--- src/rtl/decode_issue_stage.sv ---
// Decode/issue stage in front of the 8 x 8-bit register file.
// Decodes 16-bit instructions, tracks in-flight destination registers and holds back any
// instruction whose source is still being written (RAW interlock), issuing a bubble instead.
// Optional feature macro: DEC_HALT_EN (opcode F halts the stage until reset).
module decode_issue_stage #(
  parameter int unsigned WB_LAT = 3,
  parameter int unsigned IW     = 16
) (
  input  logic          clk,
  input  logic          rst,
  input  logic [IW-1:0] instr_in,
  input  logic          instr_valid,
  output logic          instr_ready,
  output logic [2:0]    RA,
  output logic [2:0]    RB,
  output logic [2:0]    RDo,
  output logic          RegWrite,
  output logic [3:0]    alu_op,
  output logic [7:0]    imm,
  output logic          use_imm,
  output logic          mem_read,
  output logic          mem_write,
  output logic          valid_out,
  output logic          halted
);

  localparam logic [3:0] OpNop = 4'h0;
  localparam logic [3:0] OpAdd = 4'h1;
  localparam logic [3:0] OpSub = 4'h2;
  localparam logic [3:0] OpAnd = 4'h3;
  localparam logic [3:0] OpOr  = 4'h4;
  localparam logic [3:0] OpXor = 4'h5;
  localparam logic [3:0] OpShl = 4'h6;
  localparam logic [3:0] OpShr = 4'h7;
  localparam logic [3:0] OpLdi = 4'h8;
  localparam logic [3:0] OpLd  = 4'h9;
  localparam logic [3:0] OpSt  = 4'hA;

  // The oldest entry retires at the coming edge, so its write is already visible to a
  // consumer issued at that edge; only the younger entries can cause a stall.
  localparam logic [WB_LAT-1:0] LiveMask = {WB_LAT{1'b1}} >> 1;

  // Instruction fields
  logic [3:0] op;
  logic [2:0] f_rd, f_ra, f_rb;
  logic [7:0] f_imm;

  assign op    = instr_in[15:12];
  assign f_rd  = instr_in[11:9];
  assign f_ra  = instr_in[8:6];
  assign f_rb  = instr_in[5:3];
  assign f_imm = instr_in[7:0];

  // Decoded controls
  logic [3:0] dec_alu;
  logic       dec_wr_op, dec_use_imm, dec_mem_rd, dec_mem_wr, dec_use_a, dec_use_b;
  logic       dec_rw;

  // Opcode decode; B..F fall through as an illegal NOP with all controls clear
  always_comb begin
    dec_alu     = 4'h0;
    dec_wr_op   = 1'b0;
    dec_use_imm = 1'b0;
    dec_mem_rd  = 1'b0;
    dec_mem_wr  = 1'b0;
    dec_use_a   = 1'b0;
    dec_use_b   = 1'b0;
    case (op)
      OpNop: ;
      OpAdd, OpSub, OpAnd, OpOr, OpXor, OpShl, OpShr: begin
        dec_alu   = op;
        dec_wr_op = 1'b1;
        dec_use_a = 1'b1;
        dec_use_b = 1'b1;
      end
      OpLdi: begin
        dec_alu     = op;
        dec_wr_op   = 1'b1;
        dec_use_imm = 1'b1;
      end
      OpLd: begin
        dec_alu    = op;
        dec_wr_op  = 1'b1;
        dec_mem_rd = 1'b1;
        dec_use_a  = 1'b1;
      end
      OpSt: begin
        dec_alu    = op;
        dec_mem_wr = 1'b1;
        dec_use_a  = 1'b1;
        dec_use_b  = 1'b1;
      end
      default: ;
    endcase
  end

  // r0 is hardwired to zero, so writing it is dropped entirely
  assign dec_rw = dec_wr_op & (f_rd != 3'd0);

  // Destination scoreboard: one {valid, rd} slot per edge of write-back latency
  logic [WB_LAT-1:0] sb_v_q, sb_v_d;
  logic [2:0]        sb_rd_q [WB_LAT];
  logic [2:0]        sb_rd_d [WB_LAT];
  logic [WB_LAT-1:0] match;
  logic              stall, accept, issue;

  // Per-entry RAW match against the used, nonzero sources of the presented instruction
  always_comb begin
    match = '0;
    for (int i = 0; i < int'(WB_LAT); i++) begin
      match[i] = sb_v_q[i] &&
                 ((dec_use_a && (f_ra != 3'd0) && (sb_rd_q[i] == f_ra)) ||
                  (dec_use_b && (f_rb != 3'd0) && (sb_rd_q[i] == f_rb)));
    end
  end

  assign stall       = instr_valid & (|(match & LiveMask));
  assign instr_ready = ~stall & ~halted;
  assign accept      = instr_valid & instr_ready;

`ifdef DEC_HALT_EN
  localparam logic [3:0] OpHalt = 4'hF;

  logic dec_halt;
  logic halted_q;

  assign dec_halt = (op == OpHalt);
  // HALT is consumed but leaves a bubble downstream
  assign issue    = accept & ~dec_halt;
  assign halted   = halted_q;

  // Sticky halt flag, cleared only by reset
  always_ff @(posedge clk or posedge rst) begin
    if (rst) begin
      halted_q <= 1'b0;
    end else if (accept && dec_halt) begin
      halted_q <= 1'b1;
    end
  end
`else
  assign issue  = accept;
  assign halted = 1'b0;
`endif

  // Scoreboard shift: new entry at slot 0, oldest falls off the end
  always_comb begin
    sb_v_d     = '0;
    sb_v_d[0]  = issue & dec_rw;
    sb_rd_d[0] = (issue && dec_rw) ? f_rd : 3'd0;
    for (int i = 1; i < int'(WB_LAT); i++) begin
      sb_v_d[i]  = sb_v_q[i-1];
      sb_rd_d[i] = sb_rd_q[i-1];
    end
  end

  // Scoreboard state
  always_ff @(posedge clk or posedge rst) begin
    if (rst) begin
      sb_v_q <= '0;
      for (int i = 0; i < int'(WB_LAT); i++) begin
        sb_rd_q[i] <= 3'd0;
      end
    end else begin
      sb_v_q <= sb_v_d;
      for (int i = 0; i < int'(WB_LAT); i++) begin
        sb_rd_q[i] <= sb_rd_d[i];
      end
    end
  end

  // Issue registers
  logic       valid_q, rw_q, use_imm_q, mem_rd_q, mem_wr_q;
  logic [3:0] alu_q;
  logic [2:0] ra_q, rb_q, rd_q;
  logic [7:0] imm_q;

  // Load decoded instruction on issue; otherwise a bubble that keeps the register indices
  always_ff @(posedge clk or posedge rst) begin
    if (rst) begin
      valid_q   <= 1'b0;
      rw_q      <= 1'b0;
      alu_q     <= 4'h0;
      use_imm_q <= 1'b0;
      mem_rd_q  <= 1'b0;
      mem_wr_q  <= 1'b0;
      ra_q      <= 3'd0;
      rb_q      <= 3'd0;
      rd_q      <= 3'd0;
      imm_q     <= 8'h00;
    end else if (issue) begin
      valid_q   <= 1'b1;
      rw_q      <= dec_rw;
      alu_q     <= dec_alu;
      use_imm_q <= dec_use_imm;
      mem_rd_q  <= dec_mem_rd;
      mem_wr_q  <= dec_mem_wr;
      ra_q      <= f_ra;
      rb_q      <= f_rb;
      rd_q      <= f_rd;
      imm_q     <= f_imm;
    end else begin
      valid_q   <= 1'b0;
      rw_q      <= 1'b0;
      alu_q     <= 4'h0;
      use_imm_q <= 1'b0;
      mem_rd_q  <= 1'b0;
      mem_wr_q  <= 1'b0;
    end
  end

  assign valid_out = valid_q;
  assign RegWrite  = rw_q;
  assign alu_op    = alu_q;
  assign use_imm   = use_imm_q;
  assign mem_read  = mem_rd_q;
  assign mem_write = mem_wr_q;
  assign RA        = ra_q;
  assign RB        = rb_q;
  assign RDo       = rd_q;
  assign imm       = imm_q;

endmodule

--- config.mk ---
export PLATFORM = sky130hd
export DESIGN_NAME = decode_issue_stage
export DESIGN_NICKNAME = d
export VERILOG_FILES = /design/src/rtl/decode_issue_stage.sv
export SDC_FILE = /design/constraint.sdc
export NUM_CORES = 1
export LEC_CHECK = 0
export ABC_CLOCK_PERIOD_IN_PS = 2390
export CAP_MARGIN = 10
export CELL_PAD_IN_SITES_DETAIL_PLACEMENT = 1
export CELL_PAD_IN_SITES_GLOBAL_PLACEMENT = 2
export CORE_UTILIZATION = 27
export CTS_CLUSTER_SIZE = 8
export DETAILED_ROUTE_END_ITERATION = 6
export PLACE_DENSITY = 0.84
export SYNTH_ARGS = -nofsm -noshare
export SYNTH_HDL_FRONTEND = slang
export SYNTH_SLANG_ARGS = --single-unit
export TNS_END_PERCENT = 10
--- constraint.sdc ---
create_clock -name clk -period 2.39 [get_ports clk]
set_clock_uncertainty 0.2 [all_clocks]
set_input_delay 0.239 -clock clk [delete_from_list [all_inputs] [get_ports clk]]
set_output_delay 0.239 -clock clk [all_outputs]
set_load 0.005 [all_outputs]
# == Yosys cells after proc, flatten, opt, wreduce, memory -nomap -nowiden ==
# Index checks and enable logic that the tools add are counted.
# word_totals
input_bits,19
register_bits,34
latch_bits,0
memories,0
ram_bits,0
elab_cells,65
mem_bits_ro,0
out_inout_bits,28
# classes
bitwise_logic,5
reduce_logical,19
div,0
n_mul,0
addsub,0
muxes,14
shifts,0
magnitude_cmp,0
n_eq_ne,14
# op_table
cell,count
OR reduction 9 bit,2
equality test 4 x 3 -> 1 bit (second input constant),4
equality test 3 bit,4
equality test 4 bit (second input constant),3
2-to-1 mux 1 bit,11
OR reduction 10 bit,1
logical AND 1 bit,9
nonzero test 3 bit,3
equality test 4 x 2 -> 1 bit (second input constant),2
2-to-1 mux 4 bit,2
OR reduction 8 bit,1
AND 1 bit,4
equality test 4 x 1 -> 1 bit (second input constant),1
2-to-1 mux 3 bit,1
logical OR 1 bit,2
OR reduction 2 bit,1
inverter 1 bit,1

# == Longest topological paths before layout ==
# depth
ltp_word,13
mapped_depth,6
depth_no_buf,5

# == Worst setup path after synthesis ==
# Ideal clock, no wire load.
# synth_timing
kind,input to register
start,input instr_in[14]
end,register imm_q[2] (netlist: imm[2])
arrival_time_ps,1817
stages,6
setup_slack_ps,248
required_time_ps,2065
setup_ps,125
path_cell_list,or3_4 > o31ai_2 > o22ai_2 > a221oi_4 > buf_6 > mux2_2
# synth_between
elab_chain_len,11
word_cells_on_any_way,27
cone_classes,eq/ne: 9; mux: 2; bitwise: 3; reduce/logical: 13
# synth_lines
item,line,source
from (decl),11,"input logic [IW-1:0] instr_in,"
"equality test 4 bit, or another cell as far along",68,case (op)
OR reduction 9 bit (no line) or OR reduction 8 bit (tied branches),--,
2-to-1 mux 1 bit,68,
logical AND 1 bit,--,
"logical AND 1 bit, on equally long branches","112, 113",
logical OR 1 bit,112,((dec_use_a && (f_ra != 3'd0) && (sb_rd_q[i] == f_ra)) ||
logical AND 1 bit,111,match[i] = sb_v_q[i] &&
OR reduction 2 bit (*),117,assign stall = instr_valid & (|(match & LiveMask));
AND 1 bit (*),117,
inverter 1 bit (*),118,assign instr_ready = ~stall & ~halted;
AND 1 bit (*),119,assign accept = instr_valid & instr_ready;
named net accept,105,"logic stall, accept, issue;"
to (signal assigned),200,imm_q <= f_imm;
to (decl),175,logic [7:0] imm_q;
# Mark *: on every way through the listed nets, which the timed path passes. The rest lies on a longest branch.
# A chain may end at the register's enable or synchronous reset.

# == Worst setup path after layout ==
# layout_timing
start,input instr_in[14]
end,register imm_q[5] (netlist: imm[5])
# layout_between
elab_chain_len,11
word_cells_on_any_way,27
cone_classes,eq/ne: 9; mux: 2; bitwise: 3; reduce/logical: 13
# layout_lines
item,line
"equality test 4 bit, or another cell as far along",68
OR reduction 9 bit (no line) or OR reduction 8 bit (tied branches),--
2-to-1 mux 1 bit,68
logical AND 1 bit,--
"logical AND 1 bit, on equally long branches","112, 113"
logical OR 1 bit,112
logical AND 1 bit,111
OR reduction 2 bit (*),117
AND 1 bit (*),117
inverter 1 bit (*),118
AND 1 bit (*),119
# Mark *: on every way between the ends. The rest lies on a longest branch, timed or not.

==> flow_summary_export.csv <==
group,metric,value,unit
grt,grt_pass1_vias,1169,
grt,antenna_found_initial,0,
clock_tree,cts_hold_buf,0,
clock_tree,path_clk_slew,100,ps
die,dieArea,0.00504,mm^2
timing,finalCriticalPeriod,2300,ps
logic_synthesis,syn_area,0.00128,mm^2
clock_tree,ctsRootBufferMaster,"clkbuf_8",
finish,drive_gt1_frac,0.284,
timing,whs,164,ps
timing,slew_viol_final,0,
grt,overflow,0,
critical_path,max_stage_delay,450,ps
placed_design,hpwl,2.67,mm
die,start_util,0.287,
die,row_count,24,
logic_synthesis,synth_seq_area_share,0.545,
critical_path,crit_fanout,10,
grt,grt_pass1_wl,5.89,mm
drt,antenna_left,0,
clock_tree,cts_buffers,3,
run,cap_violations,0,
critical_path,worst-path-buf-inv,4,
logic_synthesis,synth.avg_cell_area,12.5,um^2
grt,grt_usage,0.153,
logic_synthesis,synth_top_area_cell,"dfrtp_1",
logic_synthesis,synth_nets,122,
die,dieHeight,71.0,um
finish,layout.nets,182,
finish,area_growth,53.0,%
die,core,0.00447,mm^2
die,die_w,71.0,um
drt,wl,3.56,mm
critical_path,reg2reg_slack,130,ps
finish,final_util,0.439,
drt,drt_first_iter_violations,65,
clock_tree,cts_sinks,28,
logic_synthesis,synth.distinct_cells,27,
timing,setup_viol,0,
power,pwr_density_cell,574,mW/mm^2
critical_path,cp_slowest_cell,"or3_4",
finish,fillCellCount,480,
placed_design,post-place-cells,206,
logic_synthesis,synth_edf_count,0,
logic_synthesis,synth_top_area_frac,0.545,
placed_design,dpl_worst_slack,-340,ps
outcome,violations,"DRC",
logic_synthesis,ys_warn_count,0,
die,pin_count,47,
critical_path,cp-end-kind,"flip-flop",
logic_synthesis,synth-seq-cells,28,
drt,drt_pre_antenna_iters,6,
logic_synthesis,async_flop_share,1.00,
timing,rsz0062_at_grt,"no",
logic_synthesis,syn_inst,103,
critical_path,path_class,"input pin to flip-flop",
power,leakage,0.835,nW
drt,routedWlPerCell,16.6,um
clock_tree,clk_latency,280,ps
logic_synthesis,netlist_top_cells_count,"28 x dfrtp_1, 12 x mux2_2, 12 x xnor2_1",
critical_path,rr_startpoint,"sb_rd_d[3]$_DFF_PP0_",
critical_path,worstPathArrival,2270,ps
drt,vias,1022,
logic_synthesis,synth_most_common_cell,"dfrtp_1",
outcome,status,"finished, violations left",
critical_path,crit_family,"buffers and inverters",
grt,grt_max_degree,29,
power,ir_drop,0.000217,V
hold_path,hold_path_class,"input pin to asynchronous set/reset pin",
finish,fin_cells,214,
critical_path,required,2360,ps
clock_tree,tritoncts,"done",
critical_path,ff2ff_path_depth,8,
critical_path,path_common_cell,"buf_4",
drt,drc,5,
placed_design,io_buffers,45,
clock_tree,htreeDepth,1,
drt,via_per_inst,4.78,
critical_path,startpoint_type,"input pin",
timing,timing.final.ws_setup,88.5,ps
timing,finalHoldViolCount,0,
critical_path,r2r-end,"imm[5]$_DFFE_PP0P_",
clock_tree,clockBufferDepth,2,
finish,diodes,0,
logic_synthesis,synthTopCellsByArea,"dfrtp_1 55%, mux2_2 11%, xnor2_1 8.2%",
timing,fmax,435,MHz
critical_path,crit_chain,"clkdlybuf4s15_1, or3_4, o31ai_4, o22ai_2, buf_4, buf_4, a221oi_4, buf_4, mux2_2",
logic_synthesis,synth_ff_type,"dfrtp_1",
timing,post-route-period-util,0.963,
placed_design,gp_congestion,0.817,
-- worst register-to-register path: cells and delay by family, from the launching register on --
| kind | cells | cell delay [ps] |
|---|---|---|
| multiplexers | 1 | 360 |
| AND/OR/NAND/NOR | 1 | 160 |
| XOR/XNOR | 1 | 140 |
| AO/OA/AOI/OAI | 2 | 370 |
| buffers and inverters | 3 | 500 |
| flip-flops | 1 | 430 |
-- metrics by stage --
stage	instance area [um^2]	total power, mW	TNS (ps)
2_1_floorplan	1280	0.667	0
3_3_place_gp	1840	0.815	-3100
3_5_place_dp	1840	0.829	-5150
4_1_cts	1970	1.13	0
5_1_grt	1970	1.18	0
6_report	1970	1.13	0
-- worst max path at each step --
stage | startpoint | endpoint | slack (ps) | cells after the start
after floorplan | instr_in[14] | imm[2]$_DFFE_PP0P_ | 250 | 6
after global placement | instr_in[14] | instr_ready | -240 | 7
after detailed placement | instr_in[14] | imm[5]$_DFFE_PP0P_ | -340 | 8
after CTS | instr_in[13] | imm[5]$_DFFE_PP0P_ | 110 | 9
after global routing | sb_rd_d[3]$_DFF_PP0_ | imm[5]$_DFFE_PP0P_ | 7 | 8
final | instr_in[14] | imm[5]$_DFFE_PP0P_ | 90 | 9
-- routing by layer --
metal  wire length, um  GRT usage  vias up
met3               148     0.0342        7
met2              1870      0.283       29
li1                  -          -      474
met1              1480      0.172      512
met4                65     0.0578        0
met5                 0          0        -
-- layout by cell type (no fill, tap or decap), types with 2 or more instances in the layout --
master           count
xnor2_1             12
dlygate4sd2_1        9
nand3_2              2
buf_4               17
clkbuf_8             4
and3_1               2
o22ai_2              2
or3_4                2
nand2_1              4
nor4_1               5
nand3_1              4
o21ai_0              2
clkdlybuf4s50_1     35
o21ai_2              2
inv_1                6
mux2_2              12
dfrtp_1             28
-- cells by family (layout without fill, tap and decap cells) --
logic type	after synthesis	in the layout	share of synthesized area
xor gates and xnor gates	12	12	0.0818
AOI/OAI and AO/OA	11	11	0.0779
and+or+nand+nor	26	26	0.126
muxes	12	12	0.105
buffers and inverters	13	72	0.0613
other	1	1	0.00292
DFF	28	28	0.545
-- final cells by class --
| class | instances | area (um^2) | share of cell area |
|---|---|---|---|
| multi-input combinational | 62 | 556 | 0.283 |
| clock buffer | 4 | 55.1 | 0.0280 |
| timing repair buffer | 62 | 567 | 0.288 |
| tap | 52 | 65.1 | 0.0331 |
| sequential | 28 | 701 | 0.356 |
| inverter | 6 | 22.5 | 0.0115 |
-- state kept, by name, summed over array words and instances, names as in the netlist --
signal,flops
imm,7
RA,2
alu_op,4
sb_v_q,2
sb_rd_d,6
mem_write,1
RDo,3
mem_read,1
valid_out,1
use_imm,1
-- repair_timing --
action / in CTS / in global routing
gates resized for setup: 22 / 0
setup buffers: 4 / 0
endpoints found under the setup margin: 13 / 0
-- power breakdown --
group | leakage, nW | total, mW | switching, mW | internal [mW]
clock | 0.0288 | 0.296 | 0.148 | 0.148
combinational | 0.453 | 0.291 | 0.113 | 0.179
sequential | 0.354 | 0.541 | 0.0274 | 0.514
Power figures use the tool's default switching activity.
